<file path="src/rtl/text_console.sv">
// text_console: character-stream front end for a COLS x ROWS text-mode VRAM.
// Accepts CPU bytes, keeps a cursor, writes glyph codes through the VRAM
// write port and handles CR/LF/BS/FF. Scrolling is done by rotating top_row,
// which the display stage adds (mod ROWS) to its row index.
//
// Ports:
//   clk, rst_n          clock, asynchronous active-low reset
//   in_valid, in_data   byte stream in; accepted when in_valid && in_ready
//   in_ready            high only while idle
//   v_ada, v_cea, v_din VRAM write port (address, enable, data)
//   top_row             physical VRAM row shown as screen row 0
//   cur_col, cur_row    cursor position (logical row)
//   busy                high in any state other than IDLE
module text_console #(
  parameter int unsigned COLS  = 60,
  parameter int unsigned ROWS  = 17,
  parameter logic [7:0]  BLANK = 8'h20
) (
  input  logic       clk,
  input  logic       rst_n,
  input  logic       in_valid,
  input  logic [7:0] in_data,
  output logic       in_ready,
  output logic [9:0] v_ada,
  output logic       v_cea,
  output logic [7:0] v_din,
  output logic [4:0] top_row,
  output logic [5:0] cur_col,
  output logic [4:0] cur_row,
  output logic       busy
);

  localparam int unsigned NCELLS    = COLS * ROWS;
  localparam logic [9:0]  LAST_CELL = 10'(NCELLS - 1);
  localparam logic [9:0]  COLS_W    = 10'(COLS);
  localparam logic [5:0]  LAST_COL  = 6'(COLS - 1);
  localparam logic [4:0]  LAST_ROW  = 5'(ROWS - 1);

  localparam logic [7:0] CH_CR = 8'h0D;
  localparam logic [7:0] CH_LF = 8'h0A;
  localparam logic [7:0] CH_BS = 8'h08;
  localparam logic [7:0] CH_FF = 8'h0C;

  typedef enum logic [1:0] {
    S_CLEAR  = 2'd0,
    S_IDLE   = 2'd1,
    S_WRITE  = 2'd2,
    S_SCROLL = 2'd3
  } state_t;

  state_t      state_q, state_d;
  logic [9:0]  cnt_q, cnt_d;
  logic        scroll_q, scroll_d;
  logic        in_ready_q, in_ready_d;
  logic        v_cea_q, v_cea_d;
  logic [9:0]  v_ada_q, v_ada_d;
  logic [7:0]  v_din_q, v_din_d;
  logic [4:0]  top_row_q, top_row_d;
  logic [5:0]  cur_col_q, cur_col_d;
  logic [4:0]  cur_row_q, cur_row_d;
  logic        busy_q, busy_d;

  // Physical address of a logical cell; the 6-bit sum cannot overflow.
  function automatic logic [9:0] cell_addr(input logic [4:0] top,
                                           input logic [4:0] row,
                                           input logic [5:0] col);
    logic [5:0] phys;
    phys = {1'b0, top} + {1'b0, row};
    if (phys >= 6'(ROWS)) phys = phys - 6'(ROWS);
    return 10'(phys) * COLS_W + 10'(col);
  endfunction

  // Next-state and registered-output logic.
  always_comb begin
    state_d    = state_q;
    cnt_d      = cnt_q;
    scroll_d   = scroll_q;
    in_ready_d = in_ready_q;
    v_cea_d    = 1'b0;
    v_ada_d    = v_ada_q;
    v_din_d    = v_din_q;
    top_row_d  = top_row_q;
    cur_col_d  = cur_col_q;
    cur_row_d  = cur_row_q;

    case (state_q)
      S_CLEAR: begin
        v_cea_d = 1'b1;
        v_ada_d = cnt_q;
        v_din_d = BLANK;
        if (cnt_q == LAST_CELL) begin
          state_d    = S_IDLE;
          in_ready_d = 1'b1;
          cnt_d      = '0;
          top_row_d  = '0;
          cur_col_d  = '0;
          cur_row_d  = '0;
        end else begin
          cnt_d = cnt_q + 10'd1;
        end
      end

      S_IDLE: begin
        if (in_valid && in_ready_q) begin
          case (in_data)
            CH_CR: cur_col_d = '0;
            CH_LF: begin
              cur_col_d = '0;
              if (cur_row_q != LAST_ROW) begin
                cur_row_d = cur_row_q + 5'd1;
              end else begin
                state_d    = S_SCROLL;
                cnt_d      = '0;
                in_ready_d = 1'b0;
              end
            end
            CH_BS: begin
              if (cur_col_q != '0) begin
                cur_col_d  = cur_col_q - 6'd1;
                v_cea_d    = 1'b1;
                v_ada_d    = cell_addr(top_row_q, cur_row_q, cur_col_q - 6'd1);
                v_din_d    = BLANK;
                scroll_d   = 1'b0;
                state_d    = S_WRITE;
                in_ready_d = 1'b0;
              end
            end
            CH_FF: begin
              state_d    = S_CLEAR;
              cnt_d      = '0;
              in_ready_d = 1'b0;
            end
            default: begin
              // Write at the pre-advance cursor, then advance.
              v_cea_d    = 1'b1;
              v_ada_d    = cell_addr(top_row_q, cur_row_q, cur_col_q);
              v_din_d    = in_data;
              state_d    = S_WRITE;
              in_ready_d = 1'b0;
              scroll_d   = 1'b0;
              if (cur_col_q == LAST_COL) begin
                cur_col_d = '0;
                if (cur_row_q != LAST_ROW) cur_row_d = cur_row_q + 5'd1;
                else scroll_d = 1'b1;
              end else begin
                cur_col_d = cur_col_q + 6'd1;
              end
            end
          endcase
        end
      end

      S_WRITE: begin
        if (scroll_q) begin
          state_d = S_SCROLL;
          cnt_d   = '0;
        end else begin
          state_d    = S_IDLE;
          in_ready_d = 1'b1;
        end
      end

      S_SCROLL: begin
        // cnt 0..COLS-1 blank the old top row, COLS rotates top_row,
        // COLS+1 hands back to IDLE.
        if (cnt_q < COLS_W) begin
          v_cea_d = 1'b1;
          v_ada_d = cell_addr(top_row_q, 5'd0, 6'(cnt_q));
          v_din_d = BLANK;
          cnt_d   = cnt_q + 10'd1;
        end else if (cnt_q == COLS_W) begin
          top_row_d = (top_row_q == LAST_ROW) ? 5'd0 : top_row_q + 5'd1;
          cnt_d     = cnt_q + 10'd1;
        end else begin
          state_d    = S_IDLE;
          in_ready_d = 1'b1;
          cnt_d      = '0;
        end
      end

      default: state_d = S_CLEAR;
    endcase

    busy_d = (state_d != S_IDLE);
  end

  // State and output registers.
  always_ff @(posedge clk or negedge rst_n) begin
    if (!rst_n) begin
      state_q    <= S_CLEAR;
      cnt_q      <= '0;
      scroll_q   <= 1'b0;
      in_ready_q <= 1'b0;
      v_cea_q    <= 1'b0;
      v_ada_q    <= '0;
      v_din_q    <= '0;
      top_row_q  <= '0;
      cur_col_q  <= '0;
      cur_row_q  <= '0;
      busy_q     <= 1'b1;
    end else begin
      state_q    <= state_d;
      cnt_q      <= cnt_d;
      scroll_q   <= scroll_d;
      in_ready_q <= in_ready_d;
      v_cea_q    <= v_cea_d;
      v_ada_q    <= v_ada_d;
      v_din_q    <= v_din_d;
      top_row_q  <= top_row_d;
      cur_col_q  <= cur_col_d;
      cur_row_q  <= cur_row_d;
      busy_q     <= busy_d;
    end
  end

  assign in_ready = in_ready_q;
  assign v_cea    = v_cea_q;
  assign v_ada    = v_ada_q;
  assign v_din    = v_din_q;
  assign top_row  = top_row_q;
  assign cur_col  = cur_col_q;
  assign cur_row  = cur_row_q;
  assign busy     = busy_q;

endmodule

</file>
<file path="config.mk">
export PLATFORM = sky130hd
export DESIGN_NAME = text_console
export DESIGN_NICKNAME = d
export VERILOG_FILES = /design/src/rtl/text_console.sv
export SDC_FILE = /design/constraint.sdc
export NUM_CORES = 1
export LEC_CHECK = 0
export BUFFER_PORTS_ARGS = -buffer_cell sky130_fd_sc_hd__buf_2
export CAP_MARGIN = 10
export CORE_AREA = 2 2 92 94
export CTS_CLUSTER_SIZE = 24
export DETAILED_ROUTE_END_ITERATION = 7
export DIE_AREA = 0 0 94 96
export MAX_ROUTING_LAYER = met4
export PLACE_DENSITY = 0.81
export REMOVE_ABC_BUFFERS = 1
export SLEW_MARGIN = 10
export SYNTH_ARGS = -nofsm -noshare
export SYNTH_HDL_FRONTEND = slang
export SYNTH_SLANG_ARGS = --single-unit
export TNS_END_PERCENT = 20
</file>
<file path="constraint.sdc">
create_clock -name clk -period 13.1 [get_ports clk]
set_clock_uncertainty 0.1 [all_clocks]
set_input_delay 2.62 -clock clk [delete_from_list [all_inputs] [get_ports clk]]
set_output_delay 2.62 -clock clk [all_outputs]
set_load 0.1 [all_outputs]
</file>
# Yosys cells after proc, flatten, opt, wreduce, memory -nomap -nowiden
# Cells that the tools add are included.
# totals
latchBits,0
n_memories,0
ramBits,0
wordCells,147
register_bits,50
mem_bits_ro,0
# op_classes
multipliers,3
n_shift,0
magnitude_cmp,3
n_reduce_logical,17
n_addsub,11
n_mux,71
eq_ne,30
n_bitwise,1
div_mod_pow,0
# ops
operator,count
2-to-1 mux 10 bit,9
2-to-1 mux 6 bit,15
one-hot mux 10 bit (2 select lines),2
one-hot mux 10 bit (4 select lines),1
2-to-1 mux 5 bit,7
equality test 8 x 4 -> 1 bit (second input constant),4
adder 10 x 6 -> 10 bit,3
one-hot mux 10 bit (3 select lines),1
one-hot mux 5 bit (2 select lines),3
!= test 2 bit (second input constant),13
multiplier 6 x 4 -> 8 bit (second input constant),3
2-to-1 mux 8 bit,3
one-hot mux 8 bit (3 select lines),1
one-hot mux 6 bit (3 select lines),1
one-hot mux 2 bit (4 select lines),2
one-hot mux 8 bit (2 select lines),1
AND reduction 5 bit,3
2-to-1 mux 2 bit,7
2-to-1 mux 1 bit,12
!= test 3 bit (second input constant),4
one-hot mux 6 bit (2 select lines),1
AND reduction 4 bit,3
adder 10 x 1 -> 10 bit (second input constant),1
adder 5 x 1 -> 5 bit (second input constant),2
29 further kinds,34

# Depth between registers and ports, before layout
# Gate-level depths: netlist of the first run.
# depth
ltp_word,13
ltp_mapped,23
mapped_depth_nobuf,23

# Worst setup path after synthesis of the first run
# No wires, ideal clock.
# synth_path
path_type,input-to-reg
from,input port in_data[5]
to,register v_ada_q[8] (netlist: v_ada[8])
arrival_ns,5.972
t_required_ns,12.871
slack_ns,6.899
path_stages,17
path_cell_list,or4_4 or2_1 buf_6 or4_4 buf_6 inv_8 nand2_4 xnor2_1 ha_1 fa_1 a21o_1 a21oi_1 nor4_1 xor3_1 mux2_2 mux2i_1 o21ai_0
# synth_via
elab_chain_cells,5
word_cells_on_any_way,11
# synth_rtl
item,line,rtl
from (decl),22,"input logic [7:0] in_data,"
equality test 8 x 4 -> 1 bit,105,case (in_data)
OR reduction 3 bit (no source line),--,
one-hot mux 10 bit (2 select lines),105,
2-to-1 mux 10 bit,104,if (in_valid && in_ready_q) begin
one-hot mux 10 bit (3 select lines),86,case (state_q)
to (signal assigned),207,v_ada_q <= v_ada_d;
to (decl),56,"logic [9:0] v_ada_q, v_ada_d;"
# Several ways; a longest one is shown, not always the timed one. The select of a mux whose other input is x is not followed.
# A chain may end at the register's enable or synchronous reset.

# Final worst setup path of the first run
# Same ends and word-level chain as after synthesis.

==> impl_metrics.prom, run 1 <==
# TYPE chip_impl_metric gauge
chip_impl_info{name="status",value="finished, final reports clean"} 1
chip_impl_info{name="cts_tree",value="yes"} 1
chip_impl_metric{name="clkTransAtPathRegs",unit="ns"} 0.11
chip_impl_metric{name="synth_fa_ha_area_share",unit="%"} 19.6
chip_impl_metric{name="critical_path_peak_fanout",unit=""} 9
chip_impl_metric{name="cts_resized",unit=""} 0
chip_impl_metric{name="post_cts_buffers",unit=""} 0
chip_impl_metric{name="timing.critical_path.arrival",unit="ns"} 6.34
chip_impl_metric{name="post-route-drc-count",unit=""} 0
chip_impl_metric{name="grt_pass1_vias",unit=""} 3980
chip_impl_metric{name="io_pins",unit=""} 48
chip_impl_metric{name="cpPeakStageDelay",unit="ns"} 0.54
chip_impl_metric{name="syn-instance-count",unit=""} 553
chip_impl_metric{name="synth.distinct_cells",unit=""} 66
chip_impl_metric{name="required_time_reported_for_the_critical_path_endpoint",unit="ns"} 13.21
chip_impl_metric{name="synthArstFlopShare",unit="%"} 100
chip_impl_metric{name="setup_viol",unit=""} 0
chip_impl_metric{name="port-buffer-count",unit=""} 47
chip_impl_metric{name="drive_gt1_share",unit="%"} 13.6
chip_impl_info{name="synth_ff_type",value="sky130_fd_sc_hd__dfrtp_1"} 1
chip_impl_metric{name="areaGrowthSynthToFinish",unit="%"} 7.96
chip_impl_metric{name="routed_wl",unit="µm"} 11100
chip_impl_metric{name="fp.dieH",unit="µm"} 96
chip_impl_metric{name="fp.dieArea",unit="µm²"} 9020
chip_impl_metric{name="layout_setup_ws",unit="ns"} 6.87
chip_impl_metric{name="ys_warn_count",unit=""} 0
chip_impl_metric{name="nNetsFinal",unit=""} 661
chip_impl_info{name="cts_root_buf",value="sky130_fd_sc_hd__clkbuf_8"} 1
chip_impl_metric{name="number_of_cells_after_detailed_placement",unit=""} 684
chip_impl_metric{name="vias_per_cell",unit=""} 5.93
chip_impl_metric{name="cts_made_buffers",unit=""} 5
chip_impl_metric{name="dr_vias",unit=""} 4108
chip_impl_metric{name="initialDrtViolationCount",unit=""} 254
chip_impl_info{name="post_synth_most_frequent_cells",value="sky130_fd_sc_hd__inv_1, sky130_fd_sc_hd__dfrtp_1, sky130_fd_sc_hd__o21ai_0, sky130_fd_sc_hd__nand2_1, sky130_fd_sc_hd__ha_1"} 1
chip_impl_metric{name="final_period_minus_worst_setup_slack",unit="ns"} 6.23
chip_impl_info{name="synth_top_family_by_area",value="compound AO/OA/AOI/OAI gates"} 1
chip_impl_metric{name="synth_register_bits",unit=""} 50
chip_impl_metric{name="final-instance-count-excl-fill",unit=""} 693
chip_impl_metric{name="cts.sinks",unit=""} 50
chip_impl_metric{name="synth_area_per_cell",unit="µm²"} 8.59
chip_impl_info{name="rsz_0062_raised_after_global_routing",value="no"} 1
chip_impl_info{name="library_cell_occupying_the_most_area_in_the_post_synthesis_netlist",value="sky130_fd_sc_hd__dfrtp_1"} 1
chip_impl_metric{name="insertedDiodeCount",unit=""} 0
chip_impl_metric{name="clkLatencyLatePin",unit="ns"} 0.32
chip_impl_info{name="critical_path_class",value="in -> reg"} 1
chip_impl_metric{name="synth_simple_gate_area_share",unit="%"} 18.7
chip_impl_metric{name="fillerInstances",unit=""} 677
chip_impl_metric{name="synth.area.mux_share",unit="%"} 1.55
chip_impl_metric{name="critical_path_buf_inv_count",unit=""} 2
chip_impl_metric{name="post_dp_cell_area",unit="µm²"} 5020
chip_impl_metric{name="slew_headroom",unit="%"} 24.6
chip_impl_metric{name="largest_net_degree_at_the_start_of_global_routing",unit=""} 51
chip_impl_info{name="critical_path.endpoint_type",value="register"} 1
chip_impl_metric{name="place.gp.congestion",unit=""} 0.892
chip_impl_metric{name="synth_enable_flop_cells",unit=""} 0
chip_impl_metric{name="dp_hpwl",unit="µm"} 8600
chip_impl_metric{name="post_cts_hold_buffer_count",unit=""} 0
chip_impl_metric{name="cts_htree_levels",unit=""} 2
chip_impl_metric{name="cap_viol_max_count",unit=""} 0
chip_impl_metric{name="clockBufferDepth",unit=""} 2
chip_impl_metric{name="initial_antenna_violation_count",unit=""} 0
chip_impl_metric{name="synth_top_cell_area_share",unit="%"} 25.8
chip_impl_info{name="critPathTopFamily",value="simple AND/OR/NAND/NOR gates"} 1
chip_impl_metric{name="core",unit="µm²"} 8050
chip_impl_metric{name="first_pass_iters",unit=""} 5
chip_impl_metric{name="gr-usage-all-layers",unit="%"} 27.1
chip_impl_metric{name="drtAntennaViolNets",unit=""} 0
chip_impl_metric{name="grt_first_pass_wirelength",unit="µm"} 18900
chip_impl_metric{name="max_slew.worst_pin.slew",unit="ns"} 1.13
chip_impl_info{name="cp_cell_sequence",value="buf_2 > or4_4 > or2_1 > or4_4 > inv_8 > nand2_4 > xnor2_1 > ha_1 > fa_1 > a21o_1 > a21oi_1 > nor4_1 > xor3_1 > mux2_2 > mux2i_1 > o21ai_0"} 1
chip_impl_metric{name="rows",unit=""} 33
chip_impl_metric{name="hold_viol",unit=""} 0
chip_impl_info{name="critical-path-top-cell-by-count",value="sky130_fd_sc_hd__or4_4"} 1
chip_impl_metric{name="routedWlPerCell",unit="µm"} 16.1
chip_impl_metric{name="layout.cell_area.non_filler",unit="µm²"} 5130
chip_impl_info{name="yosys-top-cells-area",value="sky130_fd_sc_hd__dfrtp_1, sky130_fd_sc_hd__ha_1, sky130_fd_sc_hd__fa_1, sky130_fd_sc_hd__o21ai_0, sky130_fd_sc_hd__inv_1"} 1
chip_impl_info{name="hold_path.class",value="reg -> reg"} 1
chip_impl_info{name="cp_slowest_cell",value="sky130_fd_sc_hd__or4_4"} 1
chip_impl_metric{name="tns",unit="ns"} 0
chip_impl_metric{name="congestion_overflow_gr",unit=""} 0
chip_impl_metric{name="synthXorXnorAreaFrac",unit="%"} 6.82
chip_impl_metric{name="dp_worst_setup_slack",unit="ns"} 6.59
chip_impl_metric{name="post_synth_instance_area",unit="µm²"} 4750
chip_impl_metric{name="die_x",unit="µm"} 94
chip_impl_metric{name="slew_violations",unit=""} 0
chip_impl_metric{name="seq_area_frac_synth",unit="%"} 26.4
chip_impl_metric{name="period_share",unit="%"} 47.6
chip_impl_info{name="worst_setup_path_start_kind",value="input pin"} 1
chip_impl_info{name="yosysMostFrequentCell",value="sky130_fd_sc_hd__inv_1"} 1
chip_impl_metric{name="synth_area_in_compound_gates",unit="%"} 19.8
chip_impl_metric{name="initial_utilization",unit="%"} 59.0
chip_impl_metric{name="maxClockFrequency",unit="GHz"} 0.161
==> registers in the layout, indices dropped and copies added (netlist names) <==
signal,flops
busy,1
cnt_q,10
cur_col,6
cur_row,5
in_ready,1
scroll_q,1
state_q,2
top_row,5
v_ada,10
v_cea,1
v_din,8
==> layout by cell type, fill, tap and decap left out, drive strengths merged, types with 3 or more instances in the layout <==
cell    instances
a211oi         11
a21boi          3
a21o            9
a21oi          18
a22o            7
a31oi           7
and3            5
buf            50
clkbuf          6
dfrtp          49
fa             19
ha             44
inv            61
mux2            3
mux2i           4
nand2          47
nand2b          4
nand3          17
nand3b          3
nand4           3
nor2           40
nor2b           9
nor3           17
nor4            4
o211ai          8
o21ai          48
o21bai          6
o31ai           8
or2             6
or3             7
or4             4
xnor2          22
xor2            7
==> final timing paths <==
check / start / end / slack, ns / cells after the start
max in group asynchronous: rst_n / cur_row[0] / 10.17 / 2
hold reg to reg: v_ada[4] / v_ada[4] / 0.39 / 2
setup reg to reg: top_row[0] / v_ada[9] / 7.08 / 23
min in group asynchronous: rst_n / v_ada[4] / 2.29 / 2
hold / removal: v_ada[4] / v_ada[4] / 0.39 / 2
setup / recovery: in_data[5] / v_ada[8] / 6.87 / 16
==> tightest hold or removal path, stage by stage, from the launching register on <==
cell                      delay [ns]
sky130_fd_sc_hd__dfrtp_1        0.36
sky130_fd_sc_hd__nand2_1        0.04
sky130_fd_sc_hd__o21ai_0        0.06
==> routing by layer <==
metal,track usage [%],vias up,share of wire [%]
met5,-,-,0
met4,6.88,0,1.4
met3,3.92,15,5.3
met2,44.4,132,49
met1,35.9,1968,45
li1,-,1993,-
==> stage by stage <==
stage	hold WS [ns]	util, %
floorplan	0.379	-
global placement	0.363	62.4
detailed placement	0.365	62.4
CTS	0.390	63.6
global route	0.421	63.7
finish	0.386	63.7
==> cell families after synthesis <==
family	after synthesis
xor gates and xnor gates	32
DFF	50
adders and majority gates	63
muxes	7
and+or+nand+nor	174
buffers and inverters	83
AOI/OAI and AO/OA	144
==> final cells by class <==
class / instances / area [µm²] / share of cell area (%)
Clock buffer: 5 / 68.8 / 1.34
Clock inverter: 3 / 28.8 / 0.561
Inverter: 59 / 229 / 4.47
Multi-Input combinational cell: 420 / 3150 / 61.5
Sequential cell: 50 / 1250 / 24.4
Tap cell: 105 / 131 / 2.56
Timing Repair Buffer: 51 / 263 / 5.12
Power of run 1 is left out: the tool's default activity adds up to more than one toggle a clock period on the data nets, which glitch-free logic cannot reach.
==> run 2: changes to the inputs <==
--- a/config.mk
+++ b/config.mk
@@ -5,14 +5,15 @@
 export SDC_FILE = /design/constraint.sdc
 export NUM_CORES = 1
 export LEC_CHECK = 0
+export ABC_AREA = 1
 export BUFFER_PORTS_ARGS = -buffer_cell sky130_fd_sc_hd__buf_2
 export CAP_MARGIN = 10
-export CORE_AREA = 2 2 92 94
+export CORE_AREA = 2 2 100 102
 export CTS_CLUSTER_SIZE = 24
 export DETAILED_ROUTE_END_ITERATION = 7
-export DIE_AREA = 0 0 94 96
+export DIE_AREA = 0 0 102 104
 export MAX_ROUTING_LAYER = met4
-export PLACE_DENSITY = 0.81
+export PLACE_DENSITY = 0.77
 export REMOVE_ABC_BUFFERS = 1
 export SLEW_MARGIN = 10
 export SYNTH_ARGS = -nofsm -noshare
==> constraint.sdc (replaced) <==
create_clock -name clk -period 5.65 [get_ports clk]
set_clock_uncertainty 0.1 [all_clocks]
set_input_delay 1.13 -clock clk [delete_from_list [all_inputs] [get_ports clk]]
set_output_delay 1.13 -clock clk [all_outputs]
set_load 0.1 [all_outputs]
==> run 2 against run 1 <==
Against the previous run:
- global-route usage shrank 2.6 points
- sequential share of layout area is 1.8 points lower
- worst setup slack got worse by 6.5 ns
- non-clock buffer count decreased by 3
- clock-buffer cell count grew 1
- synthesized area is 7.1% higher
- cell area rose by 8.1%
==> impl_metrics.prom, run 2 <==
# TYPE chip_impl_metric gauge
chip_impl_metric{name="final_period_minus_worst_setup_slack",unit="ns"} 5.23
chip_impl_metric{name="cap_viol_max_count",unit=""} 0
chip_impl_metric{name="die_x",unit="µm"} 102
chip_impl_metric{name="clockBufferDepth",unit=""} 2
chip_impl_metric{name="layout_setup_ws",unit="ns"} 0.417
chip_impl_metric{name="seq_area",unit="µm²"} 1250
chip_impl_info{name="post_synth_most_frequent_cells",value="sky130_fd_sc_hd__nand2_1, sky130_fd_sc_hd__inv_1, sky130_fd_sc_hd__nand3_1, sky130_fd_sc_hd__dfrtp_1, sky130_fd_sc_hd__ha_1"} 1
chip_impl_metric{name="tns",unit="ns"} 0
chip_impl_info{name="critical_path.endpoint_type",value="register"} 1
chip_impl_info{name="cts_root_buf",value="sky130_fd_sc_hd__clkbuf_8"} 1
chip_impl_metric{name="synth.area.mux_share",unit="%"} 0
chip_impl_metric{name="core",unit="µm²"} 9550
chip_impl_info{name="yosysMostFrequentCell",value="sky130_fd_sc_hd__nand2_1"} 1
chip_impl_metric{name="p_total",unit="µW"} 640
chip_impl_metric{name="synth_simple_gate_area_share",unit="%"} 29.9
chip_impl_metric{name="syn-instance-count",unit=""} 706
chip_impl_metric{name="cts_htree_levels",unit=""} 2
chip_impl_metric{name="max_slew.worst_pin.slew",unit="ns"} 0.896
chip_impl_metric{name="cts_made_buffers",unit=""} 5
chip_impl_metric{name="place.gp.congestion",unit=""} 0.946
chip_impl_metric{name="globalRouteMet3Util",unit="%"} 2.62
chip_impl_metric{name="insertedDiodeCount",unit=""} 0
chip_impl_metric{name="gr-usage-met1",unit="%"} 32.0
chip_impl_metric{name="vias_per_cell",unit=""} 5.30
chip_impl_metric{name="slew_headroom",unit="%"} 40.1
chip_impl_metric{name="maximum_ir_drop_on_the_vdd_rail",unit="V"} 0.0000904
chip_impl_info{name="worst_setup_path_start_kind",value="register"} 1
chip_impl_metric{name="synth_top_cell_area_share",unit="%"} 24.1
chip_impl_metric{name="post_cts_hold_buffer_count",unit=""} 0
chip_impl_info{name="most-common-layout-cells",value="sky130_fd_sc_hd__nand2_1, sky130_fd_sc_hd__inv_1, sky130_fd_sc_hd__nand3_1, sky130_fd_sc_hd__dfrtp_1, sky130_fd_sc_hd__buf_2"} 1
chip_impl_metric{name="hold_viol",unit=""} 0
chip_impl_metric{name="maxClockFrequency",unit="GHz"} 0.191
chip_impl_metric{name="port-buffer-count",unit=""} 47
chip_impl_metric{name="synth_area_per_cell",unit="µm²"} 7.21
chip_impl_metric{name="synthArstFlopShare",unit="%"} 100
chip_impl_metric{name="synth.distinct_cells",unit=""} 47
chip_impl_metric{name="clkLatencyLatePin",unit="ns"} 0.33
chip_impl_metric{name="grt_pass1_vias",unit=""} 4538
chip_impl_metric{name="dr_vias",unit=""} 4682
chip_impl_metric{name="setup_viol",unit=""} 0
chip_impl_metric{name="congestion_overflow_gr",unit=""} 0
chip_impl_metric{name="critical_path_peak_fanout",unit=""} 9
chip_impl_metric{name="drtAntennaViolNets",unit=""} 0
chip_impl_metric{name="dp_worst_setup_slack",unit="ns"} 0.224
chip_impl_metric{name="synth_fa_ha_area_share",unit="%"} 18.3
chip_impl_metric{name="synthXorXnorAreaFrac",unit="%"} 4.99
chip_impl_metric{name="synth_register_bits",unit=""} 50
chip_impl_metric{name="fp.dieH",unit="µm"} 104
chip_impl_metric{name="ys_warn_count",unit=""} 0
chip_impl_metric{name="grt_first_pass_wirelength",unit="µm"} 20700
chip_impl_metric{name="dp_hpwl",unit="µm"} 9520
chip_impl_info{name="rsz_0062_raised_after_global_routing",value="no"} 1
chip_impl_metric{name="areaGrowthSynthToFinish",unit="%"} 8.93
chip_impl_metric{name="period_share",unit="%"} 92.6
chip_impl_metric{name="nNetsFinal",unit=""} 824
chip_impl_metric{name="fillerInstances",unit=""} 918
chip_impl_metric{name="first_pass_iters",unit=""} 5
chip_impl_info{name="synth_top_family_by_area",value="simple AND/OR/NAND/NOR gates"} 1
chip_impl_metric{name="slew_violations",unit=""} 0
chip_impl_metric{name="routedWlPerCell",unit="µm"} 13.5
chip_impl_info{name="yosys-top-cells-area",value="sky130_fd_sc_hd__dfrtp_1, sky130_fd_sc_hd__nand2_1, sky130_fd_sc_hd__ha_1, sky130_fd_sc_hd__inv_1, sky130_fd_sc_hd__fa_1"} 1
chip_impl_metric{name="synth_area_in_compound_gates",unit="%"} 11.6
chip_impl_metric{name="timing.critical_path.arrival",unit="ns"} 5.37
chip_impl_metric{name="clkTransAtPathRegs",unit="ns"} 0.11
chip_impl_metric{name="cts.sinks",unit=""} 50
chip_impl_metric{name="initial_utilization",unit="%"} 53.3
chip_impl_metric{name="pwr_density_cell",unit="nW/µm²"} 115
chip_impl_metric{name="initialDrtViolationCount",unit=""} 228
chip_impl_metric{name="required_time_reported_for_the_critical_path_endpoint",unit="ns"} 5.79
chip_impl_metric{name="io_pins",unit=""} 48
chip_impl_metric{name="routed_wl",unit="µm"} 12000
chip_impl_info{name="status",value="finished, final reports clean"} 1
chip_impl_metric{name="initial_antenna_violation_count",unit=""} 0
chip_impl_metric{name="area_occupied_by_multi_input_gates",unit="µm²"} 3290
chip_impl_metric{name="gr-usage-all-layers",unit="%"} 24.5
chip_impl_metric{name="largest_net_degree_at_the_start_of_global_routing",unit=""} 51
chip_impl_info{name="hold_path.class",value="reg -> reg"} 1
chip_impl_info{name="critical_path_class",value="reg -> reg"} 1
chip_impl_metric{name="seq_area_frac_synth",unit="%"} 24.6
chip_impl_info{name="cts_tree",value="yes"} 1
chip_impl_metric{name="total_leakage_power",unit="µW"} 0.00310
chip_impl_metric{name="synth_enable_flop_cells",unit=""} 0
chip_impl_metric{name="fp.dieArea",unit="µm²"} 10600
chip_impl_info{name="synth_ff_type",value="sky130_fd_sc_hd__dfrtp_1"} 1
chip_impl_metric{name="post_cts_buffers",unit=""} 0
chip_impl_metric{name="cts_resized",unit=""} 0
chip_impl_info{name="commonest_non_fill_non_tap_cell_in_the_layout",value="sky130_fd_sc_hd__nand2_1"} 1
chip_impl_metric{name="post_synth_instance_area",unit="µm²"} 5090
chip_impl_metric{name="post-route-drc-count",unit=""} 0
chip_impl_info{name="library_cell_occupying_the_most_area_in_the_post_synthesis_netlist",value="sky130_fd_sc_hd__dfrtp_1"} 1
chip_impl_metric{name="grt_util_met2",unit="%"} 40.9
chip_impl_metric{name="rows",unit=""} 36
chip_impl_info{name="grt-busiest-layer",value="met2"} 1
chip_impl_metric{name="drive_gt1_share",unit="%"} 13.3
run 2: cell count changes in the layout (fill, tap and decap cells not counted), sizes merged, moves of 5 or more:
cell,delta
nand2,+136
xor2,+16
nor2,+10
nor2b,-9
o31ai,-5
nand3,+39
nand4,+14
xnor2,-16
a211oi,-11
a22o,-6
a21o,-8
inv,+65
or3,-7
run 2: path summary, 6_finish.rpt:
path / start / end / slack [ns] / depth (start not counted)
max: top_row[0] / v_ada[6] / 0.42 / 24
min: v_din[2] / v_din[2] / 0.37 / 2
max reg2reg: top_row[0] / v_ada[6] / 0.42 / 24
min reg2reg: v_din[2] / v_din[2] / 0.37 / 2
max in group asynchronous: rst_n / top_row[2] / 4.19 / 2
min in group asynchronous: rst_n / cur_col[2] / 0.81 / 2
run 2: area by class of cell:
type                            count  area share [%]
Multi-Input combinational cell    519            59.4
Sequential cell                    50            22.6
Tap cell                          133            3.00
Clock buffer                        6            1.31
Inverter                          126            8.58
Timing Repair Buffer               48            4.38
Clock inverter                      2           0.700
run 2: critical path, stage by stage, from the launching register on:
cell	delay, ns
sky130_fd_sc_hd__dfrtp_1	0.48
sky130_fd_sc_hd__ha_1	0.27
sky130_fd_sc_hd__fa_1	0.48
sky130_fd_sc_hd__inv_1	0.07
sky130_fd_sc_hd__ha_1	0.20
sky130_fd_sc_hd__inv_1	0.10
sky130_fd_sc_hd__nor2_1	0.06
sky130_fd_sc_hd__nand4_1	0.09
sky130_fd_sc_hd__nand2_1	0.11
sky130_fd_sc_hd__nand2_2	0.13
sky130_fd_sc_hd__nand2_1	0.06
sky130_fd_sc_hd__nand2_1	0.16
sky130_fd_sc_hd__inv_1	0.10
sky130_fd_sc_hd__fa_1	0.51
sky130_fd_sc_hd__inv_1	0.07
sky130_fd_sc_hd__fa_1	0.47
sky130_fd_sc_hd__fa_1	0.50
sky130_fd_sc_hd__inv_1	0.04
sky130_fd_sc_hd__ha_1	0.32
sky130_fd_sc_hd__a21o_1	0.21
sky130_fd_sc_hd__o21ai_1	0.22
sky130_fd_sc_hd__nand3_1	0.10
sky130_fd_sc_hd__o21ai_0	0.09
sky130_fd_sc_hd__a21oi_1	0.06
sky130_fd_sc_hd__o21ai_0	0.17
run 2: cell families after synthesis:
kind of cell             after synthesis
buffers and inverters                137
AO/OA/AOI/OAI                         98
flip-flops                            50
AND/OR/NAND/NOR                      329
adder cells (fa/ha/maj)               63
XOR/XNOR                              29
run 2: where the power goes:
part	internal (µW)	total, µW	switching (µW)
sequential	358	358	0
combinational	4.54	17.6	13.1
clock	133	265	132
total	495	640	145
run 2: metal layers:
metal,vias up,routed length (µm)
met3,17,485
met1,2207,5290
met2,102,6000
li1,2356,-
met4,0,185
met5,-,0
run 2: metrics by stage:
step	util [%]	hold WS, ns	cells	area (µm²)
detailed placement	56.9	0.355	876	5430
floorplan	-	0.423	695	5020
CTS	58.0	0.380	884	5540
global route	58.0	0.409	884	5540
finish	58.0	0.375	884	5540
global placement	56.9	0.351	876	5430
(Power assumes the default switching activity.)
==> run 3: changes to the inputs <==
--- a/config.mk
+++ b/config.mk
@@ -8,12 +8,12 @@
 export ABC_AREA = 1
 export BUFFER_PORTS_ARGS = -buffer_cell sky130_fd_sc_hd__buf_2
 export CAP_MARGIN = 10
-export CORE_AREA = 2 2 100 102
+export CORE_AREA = 2 2 104 106
 export CTS_CLUSTER_SIZE = 24
 export DETAILED_ROUTE_END_ITERATION = 7
-export DIE_AREA = 0 0 102 104
+export DIE_AREA = 0 0 106 108
 export MAX_ROUTING_LAYER = met4
-export PLACE_DENSITY = 0.77
+export PLACE_DENSITY = 0.72
 export REMOVE_ABC_BUFFERS = 1
 export SLEW_MARGIN = 10
 export SYNTH_ARGS = -nofsm -noshare
==> run 3 against run 2 <==
Against the previous run:
- die area is 7.9% higher
- cell count is 0.34% higher
- worst setup slack got worse by 0.020 ns
- first-iteration DRC count grew 41%
- global-route usage decreased by 2.2 points
- fmax decreased by 0.37%
- combinational power about the same
==> impl_metrics.prom, run 3 (synthesis results as in run 2) <==
# TYPE chip_impl_metric gauge
chip_impl_info{name="hold_path.class",value="reg -> reg"} 1
chip_impl_metric{name="slew_violations",unit=""} 0
chip_impl_metric{name="drtAntennaViolNets",unit=""} 0
chip_impl_metric{name="maxClockFrequency",unit="GHz"} 0.190
chip_impl_metric{name="congestion_overflow_gr",unit=""} 0
chip_impl_metric{name="cap_viol_max_count",unit=""} 0
chip_impl_metric{name="nNetsFinal",unit=""} 824
chip_impl_metric{name="layout_setup_ws",unit="ns"} 0.397
chip_impl_metric{name="place.gp.congestion",unit=""} 0.938
chip_impl_info{name="worst_r2r_startpoint",value="top_row[0]"} 1
chip_impl_metric{name="initialDrtViolationCount",unit=""} 321
chip_impl_info{name="most-common-layout-cells",value="sky130_fd_sc_hd__nand2_1, sky130_fd_sc_hd__inv_1, sky130_fd_sc_hd__nand3_1, sky130_fd_sc_hd__dfrtp_1, sky130_fd_sc_hd__buf_2"} 1
chip_impl_metric{name="vias_per_cell",unit=""} 5.24
chip_impl_metric{name="post_cts_buffers",unit=""} 0
chip_impl_info{name="status",value="finished, final reports clean"} 1
chip_impl_metric{name="io_pins",unit=""} 48
chip_impl_metric{name="required_time_reported_for_the_critical_path_endpoint",unit="ns"} 5.78
chip_impl_metric{name="post-route-drc-count",unit=""} 0
chip_impl_info{name="critical-path-top-cell-by-count",value="sky130_fd_sc_hd__inv_1"} 1
chip_impl_info{name="rsz_0062_raised_after_global_routing",value="no"} 1
chip_impl_metric{name="routed_wl",unit="µm"} 11900
chip_impl_info{name="routed.top_layer",value="met4"} 1
chip_impl_metric{name="fp.dieH",unit="µm"} 108
chip_impl_metric{name="critical_path_buf_inv_count",unit=""} 5
chip_impl_metric{name="first_pass_iters",unit=""} 5
chip_impl_metric{name="cpPeakStageDelay",unit="ns"} 0.52
chip_impl_metric{name="worstRegToRegCells",unit=""} 24
chip_impl_info{name="commonest_non_fill_non_tap_cell_in_the_layout",value="sky130_fd_sc_hd__nand2_1"} 1
chip_impl_metric{name="maximum_ir_drop_on_the_vdd_rail",unit="V"} 0.0000904
chip_impl_metric{name="clkLatencyLatePin",unit="ns"} 0.32
chip_impl_metric{name="dp_worst_setup_slack",unit="ns"} 0.291
chip_impl_metric{name="min_delay_path_depth",unit=""} 2
chip_impl_info{name="min_from",value="v_ada[3]"} 1
chip_impl_metric{name="pwr_density_cell",unit="nW/µm²"} 117
chip_impl_metric{name="tns",unit="ns"} 0
chip_impl_metric{name="slew_headroom",unit="%"} 38.1
chip_impl_info{name="cp_cell_sequence",value="ha_1 > fa_1 > inv_1 > ha_1 > inv_1 > nor2_1 > nand4_1 > nand2_1 > nand2_2 > nand2_1 > nand2_1 > inv_1 > fa_1 > inv_1 > fa_1 > fa_1 > inv_1 > ha_1 > a21o_1 > o21ai_1 > nand3_1 > o21ai_0 > a21oi_1 > o21ai_0"} 1
chip_impl_metric{name="route.layer.met1.wl",unit="µm"} 5340
chip_impl_metric{name="initial_utilization",unit="%"} 49.7
chip_impl_metric{name="core",unit="µm²"} 10200
chip_impl_info{name="cts_tree",value="yes"} 1
chip_impl_info{name="cts_root_buf",value="sky130_fd_sc_hd__clkbuf_8"} 1
chip_impl_metric{name="timing.critical_path.arrival",unit="ns"} 5.39
chip_impl_metric{name="clockBufferDepth",unit=""} 2
chip_impl_metric{name="die_x",unit="µm"} 106
chip_impl_metric{name="cts_made_buffers",unit=""} 5
chip_impl_metric{name="drive_gt1_share",unit="%"} 13.4
chip_impl_info{name="critPathTopFamily",value="adder cells"} 1
chip_impl_metric{name="port-buffer-count",unit=""} 47
chip_impl_metric{name="max_slew.worst_pin.slew",unit="ns"} 0.925
chip_impl_metric{name="dr_vias",unit=""} 4645
chip_impl_metric{name="routedWlPerCell",unit="µm"} 13.4
chip_impl_metric{name="timing.reg2reg.setup_slack",unit="ns"} 0.40
chip_impl_info{name="critical_path_class",value="reg -> reg"} 1
chip_impl_metric{name="grt_pass1_vias",unit=""} 4412
chip_impl_metric{name="areaGrowthSynthToFinish",unit="%"} 9.10
chip_impl_info{name="critical_path.endpoint_type",value="register"} 1
chip_impl_info{name="worst_setup_path_start_kind",value="register"} 1
chip_impl_metric{name="dp_hpwl",unit="µm"} 9430
chip_impl_metric{name="grt_first_pass_wirelength",unit="µm"} 20300
chip_impl_metric{name="total_leakage_power",unit="µW"} 0.00310
chip_impl_metric{name="setup_viol",unit=""} 0
chip_impl_metric{name="insertedDiodeCount",unit=""} 0
chip_impl_metric{name="fp.dieArea",unit="µm²"} 11400
chip_impl_metric{name="met2_wire_length",unit="µm"} 5730
chip_impl_metric{name="period_share",unit="%"} 93.0
chip_impl_info{name="worst_min_delay_path_endpoint",value="v_ada[3]"} 1
chip_impl_metric{name="cts_htree_levels",unit=""} 2
chip_impl_metric{name="initial_antenna_violation_count",unit=""} 0
chip_impl_metric{name="rows",unit=""} 37
chip_impl_metric{name="timing.hold.ws",unit="ns"} 0.388
chip_impl_metric{name="clkTransAtPathRegs",unit="ns"} 0.10
chip_impl_metric{name="critical_path_peak_fanout",unit=""} 9
chip_impl_metric{name="met3_length",unit="µm"} 552
chip_impl_metric{name="largest_net_degree_at_the_start_of_global_routing",unit=""} 51
chip_impl_info{name="startpoint",value="top_row[0]"} 1
chip_impl_info{name="r2r_end",value="v_ada[6]"} 1
chip_impl_metric{name="gr-usage-all-layers",unit="%"} 22.4
chip_impl_metric{name="hold_viol",unit=""} 0
chip_impl_metric{name="final_period_minus_worst_setup_slack",unit="ns"} 5.25
chip_impl_metric{name="p_total",unit="µW"} 647
chip_impl_info{name="cp_slowest_cell",value="sky130_fd_sc_hd__fa_1"} 1
chip_impl_metric{name="cts.sinks",unit=""} 50
==> run 3: cell count changes in the layout (fill, tap and decap cells not counted), sizes merged <==
cell / delta
inv: +1
clkbuf: -1
==> run 3: routing by layer <==
layer  global-route usage [%]  up-vias
li1                         -     2354
met1                     29.6     2155
met2                     36.7      119
met3                     2.35       17
met4                     6.48        0
met5                        -        -
==> run 3: what timing repair did <==
item                                    4_1_cts  5_1_grt
endpoints found under the hold margin         0        0
hold buffers                                  0        0
endpoints found under the setup margin        0        4
resized for setup                             0        2
==> run 3: worst max path at each step <==
stage	to	depth (start not counted)
global placement	v_ada[8]	23
finish	v_ada[6]	24
CTS	v_ada[6]	22
floorplan	v_ada[8]	23
global route	v_ada[9]	28
detailed placement	v_ada[6]	22
==> run 3: worst min-delay path, cell delays in order, from the launching register on <==
cell and delay (ns):
sky130_fd_sc_hd__dfrtp_1 0.35, sky130_fd_sc_hd__nand2_1 0.07, sky130_fd_sc_hd__o21ai_2 0.05
==> run 3: per-stage QoR <==
stage          area [µm²]  std cells  util, %
2_1_floorplan        5020        695        -
3_3_place_gp         5430        879     53.1
3_5_place_dp         5430        879     53.1
4_1_cts              5550        887     54.2
5_1_grt              5550        887     54.2
6_report             5550        887     54.2
==> run 3: final cells by class <==
cell class              instances  area (µm²)
flip-flops and latches         50        1250
inverters                     126         475
multi-input cells             519        3290
fillers                       960        4680
clock buffers                   5        68.8
clock inverters                 3        47.5
well taps                     136         170
repair buffers                 48         243
==> run 3: power by group <==
group	internal, µW	switching, µW	leakage, µW
clock	135	137	0.0000587
sequential	358	0	0.000631
combinational	4.53	13.1	0.00241
total	497	150	0.00310
